`config.mk`:
```
export PLATFORM = sky130hd
export DESIGN_NAME = dcache_snoop_ctrl_flat
export DESIGN_NICKNAME = d
export VERILOG_FILES = /design/src/rtl/dcache_snoop_ctrl_if.sv /design/src/rtl/dcache_snoop_ctrl.sv /design/src/flat_wrapper.sv
export SDC_FILE = /design/constraint.sdc
export NUM_CORES = 1
export LEC_CHECK = 0
export CAP_MARGIN = 15
export CORE_ASPECT_RATIO = 0.8
export CORE_MARGIN = 5
export CORE_UTILIZATION = 60
export DETAILED_ROUTE_END_ITERATION = 8
export DONT_BUFFER_PORTS = 1
export PLACE_DENSITY = 0.78
export SYNTH_ARGS = -nofsm -noshare
export SYNTH_HDL_FRONTEND = slang
export SYNTH_SLANG_ARGS = --single-unit
```
`constraint.sdc`:
```
create_clock -name CLK -period 6.55 [get_ports CLK]
set_clock_uncertainty 0.2 [all_clocks]
set_input_delay 1.31 -clock CLK [delete_from_list [all_inputs] [get_ports CLK]]
set_output_delay 1.31 -clock CLK [all_outputs]
set_load 0.02 [all_outputs]
```
`src/rtl/dcache_snoop_ctrl_if.sv`:
```
// Bundle of the processor-side (dmem*) and coherence-bus-side (d*, cc*)
// signals of one core's data cache.
//   slave  : the cache controller (dcache_snoop_ctrl)
//   master : whatever surrounds the cache (datapath + memory controller)
// Signals:
//   dmemREN/dmemWEN/datomic/dmemaddr/dmemstore -> cache ; dmemload/dhit <- cache
//   dREN/dWEN/daddr/dstore <- cache ; dload/dwait -> cache
//   cctrans/ccwrite <- cache ; ccwait/ccinv/ccsnoopaddr -> cache
interface dcache_snoop_ctrl_if;
    logic        dmemREN;
    logic        dmemWEN;
    logic        datomic;
    logic [31:0] dmemaddr;
    logic [31:0] dmemstore;
    logic [31:0] dmemload;
    logic        dhit;
    logic        dREN;
    logic        dWEN;
    logic [31:0] daddr;
    logic [31:0] dstore;
    logic [31:0] dload;
    logic        dwait;
    logic        cctrans;
    logic        ccwrite;
    logic        ccwait;
    logic        ccinv;
    logic [31:0] ccsnoopaddr;

    modport slave (
        input  dmemREN, dmemWEN, datomic, dmemaddr, dmemstore,
        output dmemload, dhit,
        output dREN, dWEN, daddr, dstore,
        input  dload, dwait,
        output cctrans, ccwrite,
        input  ccwait, ccinv, ccsnoopaddr
    );

    modport master (
        output dmemREN, dmemWEN, datomic, dmemaddr, dmemstore,
        input  dmemload, dhit,
        input  dREN, dWEN, daddr, dstore,
        output dload, dwait,
        input  cctrans, ccwrite,
        output ccwait, ccinv, ccsnoopaddr
    );
endinterface

```
`src/rtl/dcache_snoop_ctrl.sv`:
```
// Per-core MSI snooping data cache controller, direct-mapped, one-word lines.
// Serves loads/stores (hits combinationally), fills lines with coherence
// intent, writes back dirty victims, and answers snoops from the controller.
// Ports:
//   CLK  - clock, rising edge
//   RST  - synchronous active-high reset
//   cif  - dcache_snoop_ctrl_if.slave: processor request/response, bus
//          fill/writeback and snoop signals
// Optional feature: define DCACHE_LLSC_EN to enable LL/SC via cif.datomic.
module dcache_snoop_ctrl #(
    parameter int INDEX_BITS = 3
) (
    input  logic               CLK,
    input  logic               RST,
    dcache_snoop_ctrl_if.slave cif
);
    localparam int LINES    = 2 ** INDEX_BITS;
    localparam int TAG_BITS = 30 - INDEX_BITS;

    typedef enum logic [1:0] {IDLE, WB, FETCH, SNOOP} fsm_t;
    typedef enum logic [1:0] {LINE_I, LINE_S, LINE_M} line_t;

    fsm_t                state_reg, state_next, ret_reg, ret_next;
    line_t               line_reg [LINES];
    logic [TAG_BITS-1:0] tag_mem  [LINES];
    logic [31:0]         data_mem [LINES];

    logic [INDEX_BITS-1:0] req_idx, snp_idx;
    logic [TAG_BITS-1:0]   req_tag, snp_tag;
    line_t                 req_line, snp_line;
    logic                  req_present, snp_match, snp_dirty;

    // Snoop result is latched while ccwait is high and only applied to the
    // line when ccwait falls, so the response stays stable for the whole snoop.
    logic [INDEX_BITS-1:0] snp_idx_reg, snp_idx_next;
    logic                  snp_dirty_reg, snp_dirty_next;
    logic                  snp_inv_reg, snp_inv_next;

    logic                  line_we;
    logic [INDEX_BITS-1:0] line_widx;
    line_t                 line_wval;
    logic                  fill_we, store_we;

    logic sc_op, sc_fail, ll_set, link_clr, snoop_inv_cyc;

    assign req_idx     = cif.dmemaddr[INDEX_BITS+1:2];
    assign req_tag     = cif.dmemaddr[31:INDEX_BITS+2];
    assign req_line    = line_reg[req_idx];
    assign req_present = (req_line != LINE_I) && (tag_mem[req_idx] == req_tag);

    assign snp_idx   = cif.ccsnoopaddr[INDEX_BITS+1:2];
    assign snp_tag   = cif.ccsnoopaddr[31:INDEX_BITS+2];
    assign snp_line  = line_reg[snp_idx];
    assign snp_match = (snp_line != LINE_I) && (tag_mem[snp_idx] == snp_tag);
    assign snp_dirty = snp_match && (snp_line == LINE_M);

    logic unused_addr_bits;
    assign unused_addr_bits = ^{cif.dmemaddr[1:0], cif.ccsnoopaddr[1:0]};

`ifdef DCACHE_LLSC_EN
    logic        link_valid_reg;
    logic [29:0] link_addr_reg;

    assign sc_op   = cif.datomic && cif.dmemWEN;
    assign sc_fail = sc_op && !(link_valid_reg && (link_addr_reg == cif.dmemaddr[31:2]));

    always_ff @(posedge CLK) begin
        if (RST) begin
            link_valid_reg <= 1'b0;
            link_addr_reg  <= '0;
        end else if (link_clr ||
                     (snoop_inv_cyc && link_valid_reg &&
                      (link_addr_reg == cif.ccsnoopaddr[31:2]))) begin
            link_valid_reg <= 1'b0;
        end else if (ll_set) begin
            link_valid_reg <= 1'b1;
            link_addr_reg  <= cif.dmemaddr[31:2];
        end
    end
`else
    assign sc_op   = 1'b0;
    assign sc_fail = 1'b0;

    logic unused_llsc;
    assign unused_llsc = ^{ll_set, link_clr, snoop_inv_cyc};
`endif

    always_ff @(posedge CLK) begin
        if (RST) begin
            state_reg     <= IDLE;
            ret_reg       <= IDLE;
            snp_idx_reg   <= '0;
            snp_dirty_reg <= 1'b0;
            snp_inv_reg   <= 1'b0;
            for (int i = 0; i < LINES; i++) begin
                line_reg[i] <= LINE_I;
            end
        end else begin
            state_reg     <= state_next;
            ret_reg       <= ret_next;
            snp_idx_reg   <= snp_idx_next;
            snp_dirty_reg <= snp_dirty_next;
            snp_inv_reg   <= snp_inv_next;
            if (line_we) begin
                line_reg[line_widx] <= line_wval;
            end
        end
    end

    // Tag/data arrays carry no reset; validity lives in line_reg.
    always_ff @(posedge CLK) begin
        if (fill_we) begin
            tag_mem[req_idx]  <= req_tag;
            data_mem[req_idx] <= cif.dload;
        end else if (store_we) begin
            data_mem[req_idx] <= cif.dmemstore;
        end
    end

    always_comb begin
        state_next     = state_reg;
        ret_next       = ret_reg;
        snp_idx_next   = snp_idx_reg;
        snp_dirty_next = snp_dirty_reg;
        snp_inv_next   = snp_inv_reg;
        line_we        = 1'b0;
        line_widx      = req_idx;
        line_wval      = LINE_I;
        fill_we        = 1'b0;
        store_we       = 1'b0;
        ll_set         = 1'b0;
        link_clr       = 1'b0;
        snoop_inv_cyc  = 1'b0;
        cif.dhit       = 1'b0;
        cif.dmemload   = '0;
        cif.dREN       = 1'b0;
        cif.dWEN       = 1'b0;
        cif.daddr      = '0;
        cif.dstore     = '0;
        cif.cctrans    = 1'b0;
        cif.ccwrite    = 1'b0;

        unique case (state_reg)
            IDLE: begin
                // A pending snoop wins over any processor request this cycle.
                if (!cif.ccwait) begin
                    if (cif.dmemWEN) begin
                        if (sc_fail) begin
                            cif.dhit = 1'b1;
                        end else if (req_present && req_line == LINE_M) begin
                            cif.dhit     = 1'b1;
                            store_we     = 1'b1;
                            cif.dmemload = sc_op ? 32'd1 : data_mem[req_idx];
                            link_clr     = sc_op;
                        end else if (!req_present && req_line == LINE_M) begin
                            state_next = WB;
                        end else begin
                            // Miss on a clean victim, or upgrade of an S line.
                            state_next = FETCH;
                        end
                    end else if (cif.dmemREN) begin
                        if (req_present) begin
                            cif.dhit     = 1'b1;
                            cif.dmemload = data_mem[req_idx];
                            ll_set       = cif.datomic;
                        end else if (req_line == LINE_M) begin
                            state_next = WB;
                        end else begin
                            state_next = FETCH;
                        end
                    end
                end
            end
            WB: begin
                cif.dWEN   = 1'b1;
                cif.daddr  = {tag_mem[req_idx], req_idx, 2'b00};
                cif.dstore = data_mem[req_idx];
                if (!cif.dwait) begin
                    line_we    = 1'b1;
                    line_wval  = LINE_I;
                    state_next = FETCH;
                end
            end
            FETCH: begin
                cif.dREN    = 1'b1;
                cif.cctrans = 1'b1;
                cif.ccwrite = cif.dmemWEN;
                cif.daddr   = {cif.dmemaddr[31:2], 2'b00};
                if (!cif.dwait) begin
                    fill_we    = 1'b1;
                    line_we    = 1'b1;
                    line_wval  = cif.dmemWEN ? LINE_M : LINE_S;
                    state_next = IDLE;
                end
            end
            SNOOP: begin
                if (cif.ccwait) begin
                    cif.cctrans = snp_match;
                    cif.ccwrite = snp_dirty;
                    if (snp_dirty) begin
                        cif.daddr  = {cif.ccsnoopaddr[31:2], 2'b00};
                        cif.dstore = data_mem[snp_idx];
                    end
                    snp_idx_next   = snp_idx;
                    snp_dirty_next = snp_dirty;
                    snp_inv_next   = snp_inv_reg || (cif.ccinv && snp_match);
                    snoop_inv_cyc  = cif.ccinv;
                end else begin
                    state_next = ret_reg;
                    line_widx  = snp_idx_reg;
                    if (snp_inv_reg) begin
                        line_we   = 1'b1;
                        line_wval = LINE_I;
                    end else if (snp_dirty_reg) begin
                        line_we   = 1'b1;
                        line_wval = LINE_S;
                    end
                end
            end
            default: state_next = IDLE;
        endcase

        // Any in-flight transfer has already committed above; park its
        // advanced state and restart it from scratch after the snoop.
        if (cif.ccwait && state_reg != SNOOP) begin
            ret_next       = state_next;
            state_next     = SNOOP;
            snp_dirty_next = 1'b0;
            snp_inv_next   = 1'b0;
        end

        if (RST) begin
            line_we      = 1'b0;
            fill_we      = 1'b0;
            store_we     = 1'b0;
            ll_set       = 1'b0;
            link_clr     = 1'b0;
            cif.dhit     = 1'b0;
            cif.dmemload = '0;
            cif.dREN     = 1'b0;
            cif.dWEN     = 1'b0;
            cif.daddr    = '0;
            cif.dstore   = '0;
            cif.cctrans  = 1'b0;
            cif.ccwrite  = 1'b0;
        end
    end
endmodule

```
`src/flat_wrapper.sv`:
```
// flat-port wrapper written by rule: the top's interface ports become plain ports
module dcache_snoop_ctrl_flat 
#(
    parameter int INDEX_BITS = 3
)
  (CLK, RST, cif_dmemREN, cif_dmemWEN, cif_datomic, cif_dmemaddr, cif_dmemstore, cif_dmemload, cif_dhit, cif_dREN, cif_dWEN, cif_daddr, cif_dstore, cif_dload, cif_dwait, cif_cctrans, cif_ccwrite, cif_ccwait, cif_ccinv, cif_ccsnoopaddr);
  dcache_snoop_ctrl_if cif_i ();
  input  logic CLK;
  input  logic RST;
  input wire logic [$bits(cif_i.dmemREN)-1:0] cif_dmemREN;
  input wire logic [$bits(cif_i.dmemWEN)-1:0] cif_dmemWEN;
  input wire logic [$bits(cif_i.datomic)-1:0] cif_datomic;
  input wire logic [$bits(cif_i.dmemaddr)-1:0] cif_dmemaddr;
  input wire logic [$bits(cif_i.dmemstore)-1:0] cif_dmemstore;
  output wire logic [$bits(cif_i.dmemload)-1:0] cif_dmemload;
  output wire logic [$bits(cif_i.dhit)-1:0] cif_dhit;
  output wire logic [$bits(cif_i.dREN)-1:0] cif_dREN;
  output wire logic [$bits(cif_i.dWEN)-1:0] cif_dWEN;
  output wire logic [$bits(cif_i.daddr)-1:0] cif_daddr;
  output wire logic [$bits(cif_i.dstore)-1:0] cif_dstore;
  input wire logic [$bits(cif_i.dload)-1:0] cif_dload;
  input wire logic [$bits(cif_i.dwait)-1:0] cif_dwait;
  output wire logic [$bits(cif_i.cctrans)-1:0] cif_cctrans;
  output wire logic [$bits(cif_i.ccwrite)-1:0] cif_ccwrite;
  input wire logic [$bits(cif_i.ccwait)-1:0] cif_ccwait;
  input wire logic [$bits(cif_i.ccinv)-1:0] cif_ccinv;
  input wire logic [$bits(cif_i.ccsnoopaddr)-1:0] cif_ccsnoopaddr;
  assign cif_i.dmemREN = cif_dmemREN;
  assign cif_i.dmemWEN = cif_dmemWEN;
  assign cif_i.datomic = cif_datomic;
  assign cif_i.dmemaddr = cif_dmemaddr;
  assign cif_i.dmemstore = cif_dmemstore;
  assign cif_dmemload = cif_i.dmemload;
  assign cif_dhit = cif_i.dhit;
  assign cif_dREN = cif_i.dREN;
  assign cif_dWEN = cif_i.dWEN;
  assign cif_daddr = cif_i.daddr;
  assign cif_dstore = cif_i.dstore;
  assign cif_i.dload = cif_dload;
  assign cif_i.dwait = cif_dwait;
  assign cif_cctrans = cif_i.cctrans;
  assign cif_ccwrite = cif_i.ccwrite;
  assign cif_i.ccwait = cif_ccwait;
  assign cif_i.ccinv = cif_ccinv;
  assign cif_i.ccsnoopaddr = cif_ccsnoopaddr;
  dcache_snoop_ctrl #(.INDEX_BITS(INDEX_BITS)) u_core (.CLK(CLK), .RST(RST), .cif(cif_i));
endmodule
```
==> results of run 1 <==
[worst reg2reg max path, delay by kind of cell (launching register included)]
| kind | cells | cell delay, ns |
|---|---|---|
| buffers and inverters | 2 | 0.54 |
| AND/OR/NAND/NOR | 5 | 1.71 |
| AO/OA/AOI/OAI | 1 | 0.42 |
| XOR/XNOR | 1 | 0.22 |
| flip-flops | 1 | 0.40 |
| multiplexers | 2 | 0.78 |
[logic make-up after synthesis]
| logic type | count (synthesis) |
|---|---|
| XOR/XNOR | 37 |
| flip-flops | 497 |
| AND/OR/NAND/NOR | 366 |
| buffers and inverters | 142 |
| multiplexers | 357 |
| adder cells (fa/ha/maj) | 5 |
| AO/OA/AOI/OAI | 311 |
| other | 1 |
[final timing paths]
check,start,endpoint,slack (ns),cells after the start
worst max-delay path,cif_dmemaddr[2],cif_dmemload[9],0.35,10
worst min register to register,u_core.snp_idx_reg[0],u_core.snp_idx_reg[0],0.26,2
worst max register to register,u_core.tag_mem[0][3],u_core.data_mem[1][4],2.00,11
worst min-delay path,u_core.snp_idx_reg[0],u_core.snp_idx_reg[0],0.26,2
[layout make-up]
class	count	area [um^2]	share of cell area
repair buffers	130	1050	0.0371
well taps	552	691	0.0244
inverters	13	48.8	0.00172
clock buffers	66	1330	0.0470
multi-input cells	1078	10100	0.357
clock inverters	26	260	0.00919
flip-flops and latches	497	14800	0.524
[power by group]
group | total (mW) | switching [mW] | leakage, nW | internal (mW)
Clock | 2.83 | 1.21 | 0.767 | 1.63
Sequential | 3.53 | 0.0152 | 4.48 | 3.52
Combinational | 0.722 | 0.416 | 4.12 | 0.306
Total | 7.09 | 1.64 | 9.37 | 5.45
[metrics by stage]
stage	util	std cells
CTS	0.676	2362
finish	0.676	2362
detailed placement	0.638	2270
global route	0.676	2362
global placement	0.638	2270
floorplan	-	1717
[layout by cell type (no fill, tap or decap), types with 11 or more instances in the layout]
master / synthesis / layout
o22ai_1: 76 / 76
xnor2_1: 32 / 32
a21oi_1: 79 / 79
a22o_1: 11 / 11
a211oi_1: 12 / 12
nand4_1: 11 / 11
o22a_1: 14 / 14
nor3_1: 26 / 26
clkinv_1: 0 / 12
clkbuf_16: 0 / 51
mux2_4: 31 / 31
buf_4: 6 / 124
nand2_1: 95 / 95
mux2_2: 79 / 79
nand3_1: 26 / 26
mux4_2: 150 / 150
inv_1: 12 / 12
nand2b_1: 18 / 18
a22oi_1: 33 / 33
nor2_4: 0 / 16
nor2_1: 116 / 100
nor4_1: 17 / 17
clkbuf_1: 68 / 15
mux2i_1: 97 / 97
edfxtp_1: 488 / 488
o21ai_0: 30 / 30
[layer usage]
metal	vias up	routed length, um
met5	-	0
met4	0	2490
met3	208	9980
met2	1369	34400
met1	8595	26900
li1	7038	-
==> metrics.csv, run 1 <==
metric,value,unit
antenna_found_initial,0,
cts-htree-levels,2,
ys_warn_count,0,
start_util,0.608,
num_antenna_cells,0,
overflow,0,
drt_wl_total,73700,um
drc,0,
grt_use_total,0.308,
synthTopCellsByCount,"edfxtp_1, mux4_2, nor2_1",
synthXorXnorAreaFrac,0.0127,
p_leak,9.37,nW
cp.arrival,4.69,ns
power.density,250,nW/um^2
finalHoldWorstSlack,0.264,ns
cts_tree,built,
synth_top_family_by_area,multiplexers,
synthTopCellsByArea,"edfxtp_1, mux4_2, mux2i_1, mux2_2, o22ai_1",
worst_slack,0.346,ns
max_stage_delay,0.67,ns
synth-compound-area-share,0.0817,
synth_cell_types,80,
finalCriticalPeriod,6.20,ns
rsz0062_at_grt,false,
cts_made_buffers,50,
postCtsSetupBuffers,0,
fill_cells,2799,
drtAntennaViolNets,0,
drive_gt1_frac,0.274,
root_buffer,clkbuf_16,
critical_path.cell_chain,nor2_2 -> a22o_1 -> nor3_1 -> nor4_1 -> nand3_1 -> or4b_4 -> nor3_4 -> o211ai_4 -> a2111oi_2 -> buf_4,
cp-end-kind,output port,
outcome,"complete, no violations",
first_pass_iters,6,
grt_util_met1,0.432,
worst_slew_pin_slew,1.24,ns
synth.avg_cell_area,14.9,um^2
cp_max_fo,77,
io_pins,237,
slew_headroom,0.174,
routabilityCongestion,0.875,
synth_adder_area_share,0.00245,
holdCritPathClass,flop to flop,
core_area,41900,um^2
yosys.area.top_type,edfxtp_1,
grt_max_degree,146,
syn_inst,1716,
wl_per_cell,31.2,um
synthMuxAreaShare,0.224,
setup_viol_count_final,0,
place_ws,0.525,ns
nets,1911,
synthSimpleGateAreaFrac,0.0699,
hold_viol_final,0,
netlist_area,25500,um^2
grt-busiest-layer,met2,
port_buffers,0,
cap_viol_max_count,0,
post-route-period-util,0.947,
postPlaceCellArea,26700,um^2
fmax,161,MHz
cts_hold_buf,0,
start_kind,primary input,
peakVddDrop,0.188,mV
synth_seq_area_share,0.582,
tns,0,ns
synth_top_area_frac,0.575,
ctsLongestPathBuffers,3,
vias,17210,
clk_pin_slew,0.06,ns
maxSlewViolCount,0,
worstSkewPairLatency,0.60,ns
die_y,194,um
grt_pass1_wl,108000,um
yosysMostFrequentCell,edfxtp_1,
grtUsageMet2,0.476,
dieArea,46700,um^2
clock_sinks,497,
async_reset_ff_frac,0,
die_w,240,um
grt_pass1_vias,17098,
area_growth,11.2,%
synth-edff-count,488,
dp_hpwl,44300,um
cp.required,5.04,ns
drtIter0Drc,2349,
via_per_inst,7.29,
crit_type,primary input to output port,
total_power,7.09,mW
largest_reg_flops,256,
ys_ff_latch,497,
cpMaxStageDelayCell,nor2_2,
path_delay_family,simple AND/OR/NAND/NOR gates,
path_buf_inv,1,
fin_area,28300,um^2
met3_usage,0.0801,
rows,67,
synth-main-ff-cell,edfxtp_1,
cts.repair.resized,0,
Power figures use the tool's default switching activity.
==> inputs of run 2 (changes only) <==
--- a/config.mk
+++ b/config.mk
@@ -6,7 +6,7 @@
 export NUM_CORES = 1
 export LEC_CHECK = 0
 export CAP_MARGIN = 15
-export CORE_ASPECT_RATIO = 0.8
+export CORE_ASPECT_RATIO = 1.25
 export CORE_MARGIN = 5
 export CORE_UTILIZATION = 60
 export DETAILED_ROUTE_END_ITERATION = 8
==> run 2 against run 1 <==
  * Flip-flop and latch count did not move
  * First-iteration DRC count fell by 16%
  * Fmax fell by 0.27%
  * Setup slack got worse by 0.017 ns
  * Cell count rose by 0.38%
  * Design area rose by 0.51%
  * Core utilization rose by 0.14 points
  * Largest cell class unchanged
  * Largest power group unchanged
==> metrics.csv, run 2 (synthesized netlist as in run 1, its figures left out) <==
metric,value,unit
die_y,240,um
fmax,161,MHz
clk_pin_slew,0.06,ns
num_antenna_cells,0,
peakVddDrop,0.244,mV
wl_per_cell,31.2,um
final_common_cell,edfxtp_1,
p_leak,9.44,nW
drtIter0Drc,1976,
worst_slew_pin_slew,1.23,ns
cp.arrival,4.71,ns
setup_viol_count_final,0,
grt_use_total,0.307,
cts_tree,built,
cpMaxStageDelayCell,nor2b_1,
hold_viol_final,0,
routabilityCongestion,0.882,
nets,1914,
die_w,194,um
via_per_inst,7.22,
finalCriticalPeriod,6.22,ns
maxSlewViolCount,0,
largest_reg_flops,256,
cts-htree-levels,2,
cts.repair.resized,0,
vias,17123,
ctsLongestPathBuffers,3,
tns,0,ns
post-route-period-util,0.950,
whs_path_depth,2,
final_cell_mix,"edfxtp_1, mux4_2, buf_4",
worstSkewPairLatency,0.58,ns
power.density,252,nW/um^2
antenna_found_initial,0,
slew_headroom,0.180,
drc,0,
post-route-util,0.677,
fill_cells,2794,
first_pass_iters,5,
drt_wl_total,74100,um
area_growth,11.7,%
start_kind,primary input,
max_stage_delay,0.82,ns
dieArea,46700,um^2
overflow,0,
finalHoldWorstSlack,0.267,ns
outcome,"complete, no violations",
dp_hpwl,45400,um
total_power,7.19,mW
rows,84,
rsz0062_at_grt,false,
start_util,0.606,
cp-end-kind,output port,
seq_area,14800,um^2
cp.required,5.04,ns
grt_pass1_wl,108000,um
drive_gt1_frac,0.280,
grt_pass1_vias,17501,
dp_cells,2282,
cts_made_buffers,48,
cap_viol_max_count,0,
multiInputGateArea,10100,um^2
cp_max_fo,145,
core_area,42000,um^2
layout.cells.non_filler,2371,
drtAntennaViolNets,0,
grt_max_degree,146,
crit_type,primary input to output port,
holdCritPathClass,flop to flop,
port_buffers,0,
cts_hold_buf,0,
postCtsSetupBuffers,0,
critical_path.cell_chain,nor2b_1 -> a22oi_1 -> and3b_1 -> nor4_1 -> nand2_1 -> nor3_4 -> o211ai_4 -> a2111oi_2 -> buf_4,
io_pins,237,
root_buffer,clkbuf_16,
clock_sinks,497,
rr_worst_depth,11,
-- run 2: cell count changes in the layout (fill, tap and decap cells not counted), sizes merged --
cell	change
buf	+5
bufinv	+4
clkbuf	-9
clkinvlp	+1
inv	+1
-- run 2: cell type report --
cell class | instances | share of cell area
Multi-Input combinational cell | 1078 | 0.354
Sequential cell | 497 | 0.521
Clock buffer | 57 | 0.0441
Inverter | 13 | 0.00171
Clock inverter | 32 | 0.0138
Timing Repair Buffer | 135 | 0.0409
Tap cell | 559 | 0.0246
-- run 2: critical path, delay by kind of cell --
| family | cells | cell delay [ns] |
|---|---|---|
| compound gates | 3 | 1.10 |
| buf+inv | 1 | 0.23 |
| simple gates | 5 | 1.84 |
-- run 2: metrics by stage --
stage	setup WS [ns]	cell area, um^2
after detailed placement	0.468	26800
after global placement	0.526	26800
final	0.329	28500
after CTS	0.460	28500
after floorplan	0.785	25500
after global routing	0.264	28500
-- run 2: layer usage --
| metal | routed length (um) | global-route usage |
|---|---|---|
| met3 | 8110 | 0.0622 |
| met1 | 25200 | 0.378 |
| met4 | 3760 | 0.141 |
| met2 | 37000 | 0.527 |
| met5 | 0 | 0 |
-- run 2: path summary, 6_finish.rpt --
path	from	endpoint	slack (ns)
worst max-delay path	cif_dmemaddr[4]	cif_dmemload[9]	0.33
worst min-delay path	u_core.snp_idx_reg[0]	u_core.snp_idx_reg[0]	0.27
worst max register to register	u_core.tag_mem[7][3]	u_core.data_mem[6][23]	2.12
worst min register to register	u_core.snp_idx_reg[0]	u_core.snp_idx_reg[0]	0.27
-- run 2: power by group --
part	switching, mW	leakage [nW]	internal [mW]	total, mW
Combinational	0.412	4.16	0.309	0.721
Clock	1.20	0.799	1.73	2.93
Sequential	0.0157	4.48	3.52	3.53
Total	1.63	9.44	5.55	7.19
